[config.mk]
export PLATFORM = sky130hd
export DESIGN_NAME = i2s_tx_flat
export DESIGN_NICKNAME = d
export VERILOG_FILES = /design/src/rtl/i2s_tx_if.sv /design/src/rtl/i2s_tx.sv /design/src/flat_wrapper.sv
export SDC_FILE = /design/constraint.sdc
export NUM_CORES = 1
export LEC_CHECK = 0
export CELL_PAD_IN_SITES_DETAIL_PLACEMENT = 0
export CELL_PAD_IN_SITES_GLOBAL_PLACEMENT = 2
export CORE_AREA = 8 8 97 99
export DETAILED_ROUTE_END_ITERATION = 8
export DIE_AREA = 0 0 105 107
export DONT_BUFFER_PORTS = 1
export PLACE_DENSITY_LB_ADDON = 0.1
export SLEW_MARGIN = 20
export SYNTH_ARGS = -nofsm -noshare
export SYNTH_HDL_FRONTEND = slang
export SYNTH_SLANG_ARGS = --single-unit
[constraint.sdc]
create_clock -name clk_50m -period 3.59 [get_ports clk_50m]
set_clock_uncertainty 0.05 [all_clocks]
set_input_delay 0.718 -clock clk_50m [delete_from_list [all_inputs] [get_ports clk_50m]]
set_output_delay 0.718 -clock clk_50m [all_outputs]
set_load 0.05 [all_outputs]
[src/rtl/i2s_tx_if.sv]
// ---------------------------------------------------------------------------
// i2s_tx_if
// Sample-side bus between the effects chain and the I2S transmitter.
//
// Signals:
//   ready_in    upstream -> tx  one-cycle strobe, signal_in valid
//   signal_in   upstream -> tx  16-bit signed sample
//   sample_req  tx -> upstream  one-cycle pulse at each frame start
//   fifo_level  tx -> upstream  FIFO occupancy, 0..2
//   underrun    tx -> upstream  pulse when a frame starts with the FIFO empty
//   overflow    tx -> upstream  pulse when a pushed sample is dropped
//
// Modports: master = upstream producer, slave = i2s_tx.
// ---------------------------------------------------------------------------
interface i2s_tx_if;
    logic               ready_in;
    logic signed [15:0] signal_in;
    logic               sample_req;
    logic [1:0]         fifo_level;
    logic               underrun;
    logic               overflow;

    modport master (
        output ready_in,
        output signal_in,
        input  sample_req,
        input  fifo_level,
        input  underrun,
        input  overflow
    );

    modport slave (
        input  ready_in,
        input  signal_in,
        output sample_req,
        output fifo_level,
        output underrun,
        output overflow
    );
endinterface

[src/rtl/i2s_tx.sv]
// ---------------------------------------------------------------------------
// i2s_tx
// Mono-to-stereo Philips I2S transmitter. Samples from the effects chain are
// buffered in a 2-entry FIFO; one sample is popped per 64-BCLK frame and sent
// MSB first on both the left and right 32-bit slots (16 data bits, 16 zeros).
//
// Parameters:
//   CLK_DIV   BCLK half-period in clk_50m cycles (>= 2)
//
// Ports:
//   clk_50m    system clock
//   rst        asynchronous active-high reset (flushes the FIFO)
//   bus        i2s_tx_if.slave sample bus (ready_in/signal_in in,
//              sample_req/fifo_level/underrun/overflow out)
//   i2s_bclk   bit clock
//   i2s_lrck   word select, 0 = left
//   i2s_sdata  serial data, changes on BCLK falling edges only
//
// Build option:
//   I2S_TX_ZERO_ON_UNDERRUN_EN  defined: an underrun frame sends silence
//                               undefined: an underrun frame repeats the
//                               previous sample
// ---------------------------------------------------------------------------
module i2s_tx #(
    parameter int CLK_DIV = 8
) (
    input  logic     clk_50m,
    input  logic     rst,
    i2s_tx_if.slave  bus,
    output logic     i2s_bclk,
    output logic     i2s_lrck,
    output logic     i2s_sdata
);

    localparam int DW = $clog2(CLK_DIV);
    localparam logic [DW-1:0] DIV_LAST = DW'(CLK_DIV - 1);

    logic [DW-1:0] divcnt, divcnt_nxt;
    logic [5:0]    bitcnt, bitcnt_nxt;
    logic          bclk_nxt;
    logic          lrck_nxt;
    logic          sdata_nxt;
    logic [15:0]   hold, hold_nxt;
    logic [15:0]   mem0, mem0_nxt;
    logic [15:0]   mem1, mem1_nxt;
    logic [1:0]    level, level_nxt;
    logic          req_nxt;
    logic          underrun_nxt;
    logic          overflow_nxt;

    logic          fall;
    logic          frame_start;
    logic          push;
    logic          pop;
    logic [3:0]    bit_sel;

    // Next-state logic for divider, bit counter, FIFO, holding register and
    // the serial outputs. Everything the DAC sees is decided here and then
    // registered, so no input reaches an output combinationally.
    always_comb begin
        divcnt_nxt   = divcnt + DW'(1);
        bclk_nxt     = i2s_bclk;
        bitcnt_nxt   = bitcnt;
        mem0_nxt     = mem0;
        mem1_nxt     = mem1;
        level_nxt    = level;
        hold_nxt     = hold;
        overflow_nxt = 1'b0;
        lrck_nxt     = i2s_lrck;
        sdata_nxt    = i2s_sdata;
        bit_sel      = 4'd0;

        if (divcnt == DIV_LAST) begin
            divcnt_nxt = '0;
            bclk_nxt   = ~i2s_bclk;
        end

        // A fall event is the cycle whose edge takes BCLK from 1 to 0.
        fall = (divcnt == DIV_LAST) && i2s_bclk;
        if (fall) begin
            bitcnt_nxt = bitcnt + 6'd1;
        end
        frame_start = fall && (bitcnt_nxt == 6'd0);

        push = bus.ready_in;
        pop  = frame_start && (level != 2'd0);

        // FIFO: mem0 is always the head. A push that coincides with a pop of
        // a full FIFO slides mem1 forward and takes its place, so nothing is
        // lost; a push into an empty FIFO never bypasses into hold.
        if (pop && push) begin
            if (level == 2'd2) begin
                mem0_nxt = mem1;
                mem1_nxt = bus.signal_in;
            end else begin
                mem0_nxt = bus.signal_in;
            end
        end else if (pop) begin
            mem0_nxt  = mem1;
            level_nxt = level - 2'd1;
        end else if (push) begin
            if (level == 2'd2) begin
                overflow_nxt = 1'b1;
            end else begin
                if (level == 2'd0) begin
                    mem0_nxt = bus.signal_in;
                end else begin
                    mem1_nxt = bus.signal_in;
                end
                level_nxt = level + 2'd1;
            end
        end

        if (frame_start) begin
            if (level != 2'd0) begin
                hold_nxt = mem0;
            end else begin
`ifdef I2S_TX_ZERO_ON_UNDERRUN_EN
                hold_nxt = 16'h0000;
`else
                hold_nxt = hold;
`endif
            end
        end

        req_nxt      = frame_start;
        underrun_nxt = frame_start && (level == 2'd0);

        // Data bits occupy b = 0..15 and 32..47, i.e. bit 4 of b clear; the
        // bit index 15-(b mod 16) is just the inverted low nibble. The
        // freshly loaded hold is used so the MSB leaves on the frame start.
        if (fall) begin
            bit_sel   = ~bitcnt_nxt[3:0];
            sdata_nxt = bitcnt_nxt[4] ? 1'b0 : hold_nxt[bit_sel];
            lrck_nxt  = (bitcnt_nxt >= 6'd31) && (bitcnt_nxt <= 6'd62);
        end
    end

    // State register. bitcnt resets to 63 so the first fall event lands on
    // b = 0 and starts a frame.
    always_ff @(posedge clk_50m or posedge rst) begin
        if (rst) begin
            divcnt         <= '0;
            bitcnt         <= 6'd63;
            i2s_bclk       <= 1'b0;
            i2s_lrck       <= 1'b0;
            i2s_sdata      <= 1'b0;
            hold           <= 16'h0000;
            mem0           <= 16'h0000;
            mem1           <= 16'h0000;
            level          <= 2'd0;
            bus.sample_req <= 1'b0;
            bus.underrun   <= 1'b0;
            bus.overflow   <= 1'b0;
        end else begin
            divcnt         <= divcnt_nxt;
            bitcnt         <= bitcnt_nxt;
            i2s_bclk       <= bclk_nxt;
            i2s_lrck       <= lrck_nxt;
            i2s_sdata      <= sdata_nxt;
            hold           <= hold_nxt;
            mem0           <= mem0_nxt;
            mem1           <= mem1_nxt;
            level          <= level_nxt;
            bus.sample_req <= req_nxt;
            bus.underrun   <= underrun_nxt;
            bus.overflow   <= overflow_nxt;
        end
    end

    assign bus.fifo_level = level;

endmodule

[src/flat_wrapper.sv]
// flat-port wrapper written by rule: the top's interface ports become plain ports
module i2s_tx_flat 
#(
    parameter int CLK_DIV = 8
)
  (clk_50m, rst, i2s_bclk, i2s_lrck, i2s_sdata, bus_ready_in, bus_signal_in, bus_sample_req, bus_fifo_level, bus_underrun, bus_overflow);
  i2s_tx_if bus_i ();
  input  logic clk_50m;
  input  logic rst;
  output logic i2s_bclk;
  output logic i2s_lrck;
  output logic i2s_sdata;
  input wire logic [$bits(bus_i.ready_in)-1:0] bus_ready_in;
  input wire logic [$bits(bus_i.signal_in)-1:0] bus_signal_in;
  output wire logic [$bits(bus_i.sample_req)-1:0] bus_sample_req;
  output wire logic [$bits(bus_i.fifo_level)-1:0] bus_fifo_level;
  output wire logic [$bits(bus_i.underrun)-1:0] bus_underrun;
  output wire logic [$bits(bus_i.overflow)-1:0] bus_overflow;
  assign bus_i.ready_in = bus_ready_in;
  assign bus_i.signal_in = bus_signal_in;
  assign bus_sample_req = bus_i.sample_req;
  assign bus_fifo_level = bus_i.fifo_level;
  assign bus_underrun = bus_i.underrun;
  assign bus_overflow = bus_i.overflow;
  i2s_tx #(.CLK_DIV(CLK_DIV)) u_core (.clk_50m(clk_50m), .rst(rst), .bus(bus_i), .i2s_bclk(i2s_bclk), .i2s_lrck(i2s_lrck), .i2s_sdata(i2s_sdata));
endmodule
# [Yosys cells after proc, flatten, opt, wreduce, memory -nomap -nowiden]
# Index checks and enable logic that the tools add are counted.
[word_totals] wordCells=72 out_inout_bits=8 ram_bits=0 inputBits=19 ff_bits=65 memories=0 latchBits=0 romBits=0
[classes] bitwise_logic=3 eq_ne=8 n_addsub=4 muxes=26 shift=0 n_reduce_logical=16 n_div=0 mul=0 n_lt_le_gt_ge=3
[ops] operator="16-bit two-way mux" count=14
[ops] operator="6-bit by 1-bit adder with 6-bit output (second input constant)" count=1
[ops] operator="6-bit by 5-bit greater-or-equal comparator with 1-bit output (second input constant)" count=1
[ops] operator="6-bit <= comparator (second input constant)" count=1
[ops] operator="1-bit logical AND" count=6
[ops] operator="6-bit logical NOT" count=1
[ops] operator="1-bit two-way mux" count=6
[ops] operator="2-bit two-way mux" count=3
[ops] operator="6-bit two-way mux" count=1
[ops] operator="3-bit by 1-bit != test with 1-bit output (second input constant)" count=2
[ops] operator="3-bit AND reduction" count=2
[ops] operator="2-bit nonzero test" count=3
[ops] operator="3-bit nonzero test" count=2
[ops] operator="4-bit by 5-bit < comparator with 1-bit output (second input constant)" count=1
[ops] operator="5-bit AND reduction" count=1
[ops] operator="1-bit binary-select mux with 4-bit select" count=1
[ops] operator="2-bit by 1-bit != test with 1-bit output (second input constant)" count=2
[ops] operator="2-bit != test (second input constant)" count=2
[ops] operator="4-bit inverter" count=1
[ops] operator="3-bit by 1-bit adder with 3-bit output (second input constant)" count=1
[ops] operator="3-bit == test (second input constant)" count=1
[ops] operator="3-bit two-way mux" count=1
[ops] operator="2-bit by 1-bit adder with 2-bit output (second input constant)" count=1
[ops] operator="2-bit == test (second input constant)" count=1
[ops] operator="3 further kinds" count=4

# [Logic depth before layout (Yosys ltp)]
[logic_depth] ltp_word=9 depth_mapped=11 depth_no_buf=8

# [Least setup slack after synthesis]
# Ideal clock, no wire load.
[synth_timing] kind="reg-to-reg" startpoint="reg u_core.divcnt[0]" endpoint="reg u_core.mem1[0]" synth_period_minus_slack_ns=2.810 required_ns=3.415 path_slack_ns=0.780 n_path_buf=3 setup_ns=0.125 path_stages_with_launch=12 t_arrival_ns=2.635 cell_sequence="dfrtp_1 -> ha_1 -> ha_1 -> buf_4 -> nand3_1 -> xor2_1 -> inv_1 -> or4_1 -> buf_2 -> mux2i_4 -> buf_6 -> mux2_2"
[synth_via] elab_chain_len=9 elab_cells_between_ends=14 cone_classes="eq/ne: 5; mux: 2; reduce/logical: 7"
[synth_rtl] element="start, declared" line_no="i2s_tx.sv:38" text="logic [DW-1:0] divcnt, divcnt_nxt;"
[synth_rtl] element="start signal, assigned" line_no="i2s_tx.sv:156" text="divcnt <= divcnt_nxt;"
[synth_rtl] element="3-bit == test (*)" line_no="i2s_tx.sv:79" text="fall = (divcnt == DIV_LAST) && i2s_bclk;"
[synth_rtl] element="1-bit logical AND (*)" line_no="i2s_tx.sv:79"
[synth_rtl] element="6-bit two-way mux (*)" line_no="i2s_tx.sv:80" text="if (fall) begin"
[synth_rtl] element="named net u_core.bitcnt_nxt[2]" line_no="i2s_tx.sv:39" text="logic [5:0] bitcnt, bitcnt_nxt;"
[synth_rtl] element="6-bit logical NOT (*)" line_no="i2s_tx.sv:83" text="frame_start = fall && (bitcnt_nxt == 6'd0);"
[synth_rtl] element="1-bit logical AND (*)" line_no="i2s_tx.sv:83"
[synth_rtl] element="1-bit logical AND (*)" line_no="i2s_tx.sv:86" text="pop = frame_start && (level != 2'd0);"
[synth_rtl] element="1-bit logical AND" line_no="i2s_tx.sv:91" text="if (pop && push) begin"
[synth_rtl] element="2-bit != test (no line) (tied with other cells)"
[synth_rtl] element="5-bit AND reduction (no line)"
[synth_rtl] element="end signal, assigned" line_no="i2s_tx.sv:163" text="mem1 <= mem1_nxt;"
[synth_rtl] element="end, declared" line_no="i2s_tx.sv:45" text="logic [15:0] mem1, mem1_nxt;"
# Mark *: on every way through the listed nets, which the timed path passes. The rest lies on a longest branch.
# A chain may end at the register's enable or synchronous reset.

# [Worst setup path after layout]
[layout_timing] startpoint="reg u_core.divcnt[0]" endpoint="reg u_core.mem1[0]"
[layout_via] elab_chain_len=9 elab_cells_between_ends=14 cone_classes="eq/ne: 5; mux: 2; reduce/logical: 7"
[layout_rtl] element="3-bit == test (*)" line_no="i2s_tx.sv:79"
[layout_rtl] element="1-bit logical AND (*)" line_no="i2s_tx.sv:79"
[layout_rtl] element="6-bit two-way mux" line_no="i2s_tx.sv:80"
[layout_rtl] element="6-bit logical NOT" line_no="i2s_tx.sv:83"
[layout_rtl] element="1-bit logical AND (*)" line_no="i2s_tx.sv:83"
[layout_rtl] element="1-bit logical AND (*)" line_no="i2s_tx.sv:86"
[layout_rtl] element="1-bit logical AND" line_no="i2s_tx.sv:91"
[layout_rtl] element="2-bit != test (no line) (tied with other cells)"
[layout_rtl] element="5-bit AND reduction (no line)"
# Mark *: on every way between the ends. The rest lies on a longest branch, timed or not.

==> run_results.csv <==
group,metric,value,unit
run_status,status,"finished, final reports clean",
clock_network,cts_tree,"built",
logic_synthesis,synthTopCellsByArea,"dfrtp_1, mux2_2, nand2_1, mux2i_1, a221o_1",
timing,fin_crit_sh,0.8808,
route,wl_met1,3484,um
timing,rsz0062_at_grt,"false",
setup_path,critPathMaxFanout,16,
logic_synthesis,synth_flop_cell,"dfrtp_1",
logic_synthesis,async_reset_ff_frac,1.000,
setup_path,worstPathArrival,3.33,ns
clock_network,insertion_delay,0.34,ns
route,wl_met3,319,um
logic_synthesis,synth.top_cell.area_share,0.4692,
finish,insertedDiodeCount,0,
die,die_h,107,um
hold_path,min_path_type,"input pin to async pin",
finish,drive_above_1_share,0.1780,
timing,worst_pin_slew,0.7111,ns
power,power.leakage,1.589,nW
timing,tns,0,ns
clock_network,cts_resized,0,
logic_synthesis,syn_nets,320,
die,start_util,0.3969,
logic_synthesis,yosys_warnings,0,
die,core-area,7928,um^2
route,highest_layer,"met4",
setup_path,reg2reg_slack,0.43,ns
route,firstDrtPassIters,4,
setup_path,crit_type,"register to register",
clock_network,cts_sinks,65,
placement,dp_slack,0.3829,ns
clock_network,cts_max_level,3,
timing,fmax,316.3,MHz
timing,fin_hold_ws,0.1818,ns
route,drt-total-wl,7362,um
global_routing,overflow,0,
route,vias_per_cell,5.169,
setup_path,critPathRequiredTime,3.76,ns
setup_path,ff2ff_path_depth,8,
power,ir_worst_vdd,0.0002872,V
route,drt_iter0_markers,103,
finish,nets,326,
clock_network,clk_path_buf_depth,2,
clock_network,root_buffer,"clkbuf_8",
timing,slew_headroom,0.5259,
global_routing,grt_use_total,0.1426,
setup_path,cp-start-kind,"register",
die,rows,33,
clock_network,cts_setup_buffers,0,
clock_network,clkTransAtPathRegs,0.07,ns
logic_synthesis,syn_avg_cell_area,10.56,um^2
timing,setup_viol,0,
placement,portBuffers,0,
logic_synthesis,ys_seq_area_frac,0.5193,
finish,area_growth_syn_to_layout,10.46,%
power,power_density,669.2,nW/um^2
die,die_area,11240,um^2
finish,multi_input_area,1413,um^2
setup_path,cp-end-kind,"register",
setup_path,cp-startpoint,"u_core.divcnt[0]",
setup_path,r2r-end,"u_core.mem1[0]",
finish,seq_area,1634,um^2
route,dr_wl_met2,3441,um
global_routing,antenna_found_initial,0,
die,die_w,105,um
placement,finalWeightedCongestion,0.7286,
timing,maxSlewViolCount,0,
clock_network,ctsHoldBuffers,0,
finish,fillers,774,
global_routing,grt_pass1_vias,2314,
global_routing,grt_max_degree,31,
logic_synthesis,synthCells,298,
timing,finalWorstSetupSlack,0.4281,ns
route,wl_per_cell,17.78,um
timing,hold_viol_final,0,
route,ant_nets,0,
flow_run,maxCapViolations,0,
setup_path,timing.rr.start,"u_core.divcnt[0]",
global_routing,grt_pass1_wl,12550,um
die,top_level_ports,27,
route,num_vias,2140,
logic_synthesis,yosys.area.top_type,"dfrtp_1",
route,route.detailed.drc,0,
logic_synthesis,synth_seq_cells,65,
logic_synthesis,netlist_area,3147,um^2
logic_synthesis,synth.distinct_cells,41,
placement,hpwl,4961,um
logic_synthesis,synth-edff-count,0,
timing,finalCriticalPeriod,3.162,ns
clock_network,cts-buffers-inserted,9,
-- through the flow --
stage	cells	total power, mW	cell area (um^2)	utilization
2_1_floorplan	298	1.546	3147	-
3_3_place_gp	398	1.715	3287	0.4146
3_5_place_dp	398	1.732	3287	0.4146
4_1_cts	414	2.349	3476	0.4384
5_1_grt	414	2.479	3476	0.4384
6_report	414	2.326	3476	0.4384
-- worst max-delay path by stage --
stage / endpoint / slack (ns) / depth (start not counted)
after CTS: u_core.mem1[0] / 0.37 / 8
final: u_core.mem1[0] / 0.43 / 8
after global routing: u_core.mem1[2] / 0.19 / 8
after detailed placement: u_core.mem1[0] / 0.38 / 8
after global placement: u_core.mem1[10] / 0.46 / 8
after floorplan: u_core.mem1[0] / 0.78 / 11
-- power by group --
part / switching [mW] / internal [mW] / total (mW) / leakage (nW)
Sequential: 0.144 / 0.926 / 1.07 / 0.818
Combinational: 0.336 / 0.304 / 0.641 / 0.674
Clock: 0.277 / 0.339 / 0.615 / 0.0974
-- cell usage in the layout (no fill, tap or decap), types with 2 or more instances in the layout --
cell and count:
buf_4 11, a22oi_1 5, nor3_1 2, mux4_2 2
clkbuf_1 3, and3_1 4, nor2_1 32, o211ai_1 2
ha_1 3, mux2_2 18, a211oi_1 4, dfstp_2 6
nand3_1 6, inv_1 6, clkinv_2 2, o21ai_0 6
xnor2_1 4, a21oi_1 17, dfrtp_1 59, nand2_1 49
mux2i_1 17, a221o_1 16, a221oi_1 2, clkbuf_8 10
xor2_1 6
-- area by class of cell --
type | instances | area share
clock buffer | 13 | 0.04284
clock inverter | 3 | 0.01152
inverter | 7 | 0.007559
multi-input combinational | 210 | 0.4064
sequential | 65 | 0.4701
tap | 105 | 0.03780
timing repair buffer | 11 | 0.02376
-- per-layer routing --
metal / vias up / track usage
met3: 11 / 0.03839
met1: 1034 / 0.1805
met4: 0 / 0.07339
li1: 1067 / -
met2: 28 / 0.2199
met5: - / 0
-- worst max-delay path, stage by stage, from the launching register on --
cell and delay [ns]:
dfrtp_1 0.36, ha_1 0.15, ha_1 0.29, nand3_1 0.13
nor2_2 0.20, mux2i_1 0.19, or4_1 0.67, mux2i_4 0.60
mux2_2 0.41
-- synthesized netlist by cell type (7+ instances only) --
cell type  count
dfrtp_1       59
nand2_1       49
nor2_1        32
mux2_2        18
a21oi_1       17
mux2i_1       17
a221o_1       16
clkbuf_1       7
inv_1          7
-- state kept, by name, summed over array words and instances (netlist names) --
register and cells:
u_core.bus.overflow 1, u_core.divcnt 3, u_core.i2s_lrck 1, u_core.mem1 16, u_core.i2s_bclk 1, u_core.bus.underrun 1, u_core.bus.fifo_level 2, u_core.bitcnt 6
u_core.bus.sample_req 1, u_core.hold 16, u_core.mem0 16, u_core.i2s_sdata 1
-- cells by family (layout without fill, tap and decap cells) --
kind of cell | count (synthesis) | in the layout | synth area share
xor+xnor | 10 | 10 | 0.02783
buf+inv | 23 | 34 | 0.03181
simple gates | 103 | 103 | 0.1396
fa+ha+maj | 3 | 3 | 0.01193
compound gates | 56 | 56 | 0.1296
mux | 38 | 38 | 0.1400
flops | 65 | 65 | 0.5193
Power figures use the tool's default switching activity.
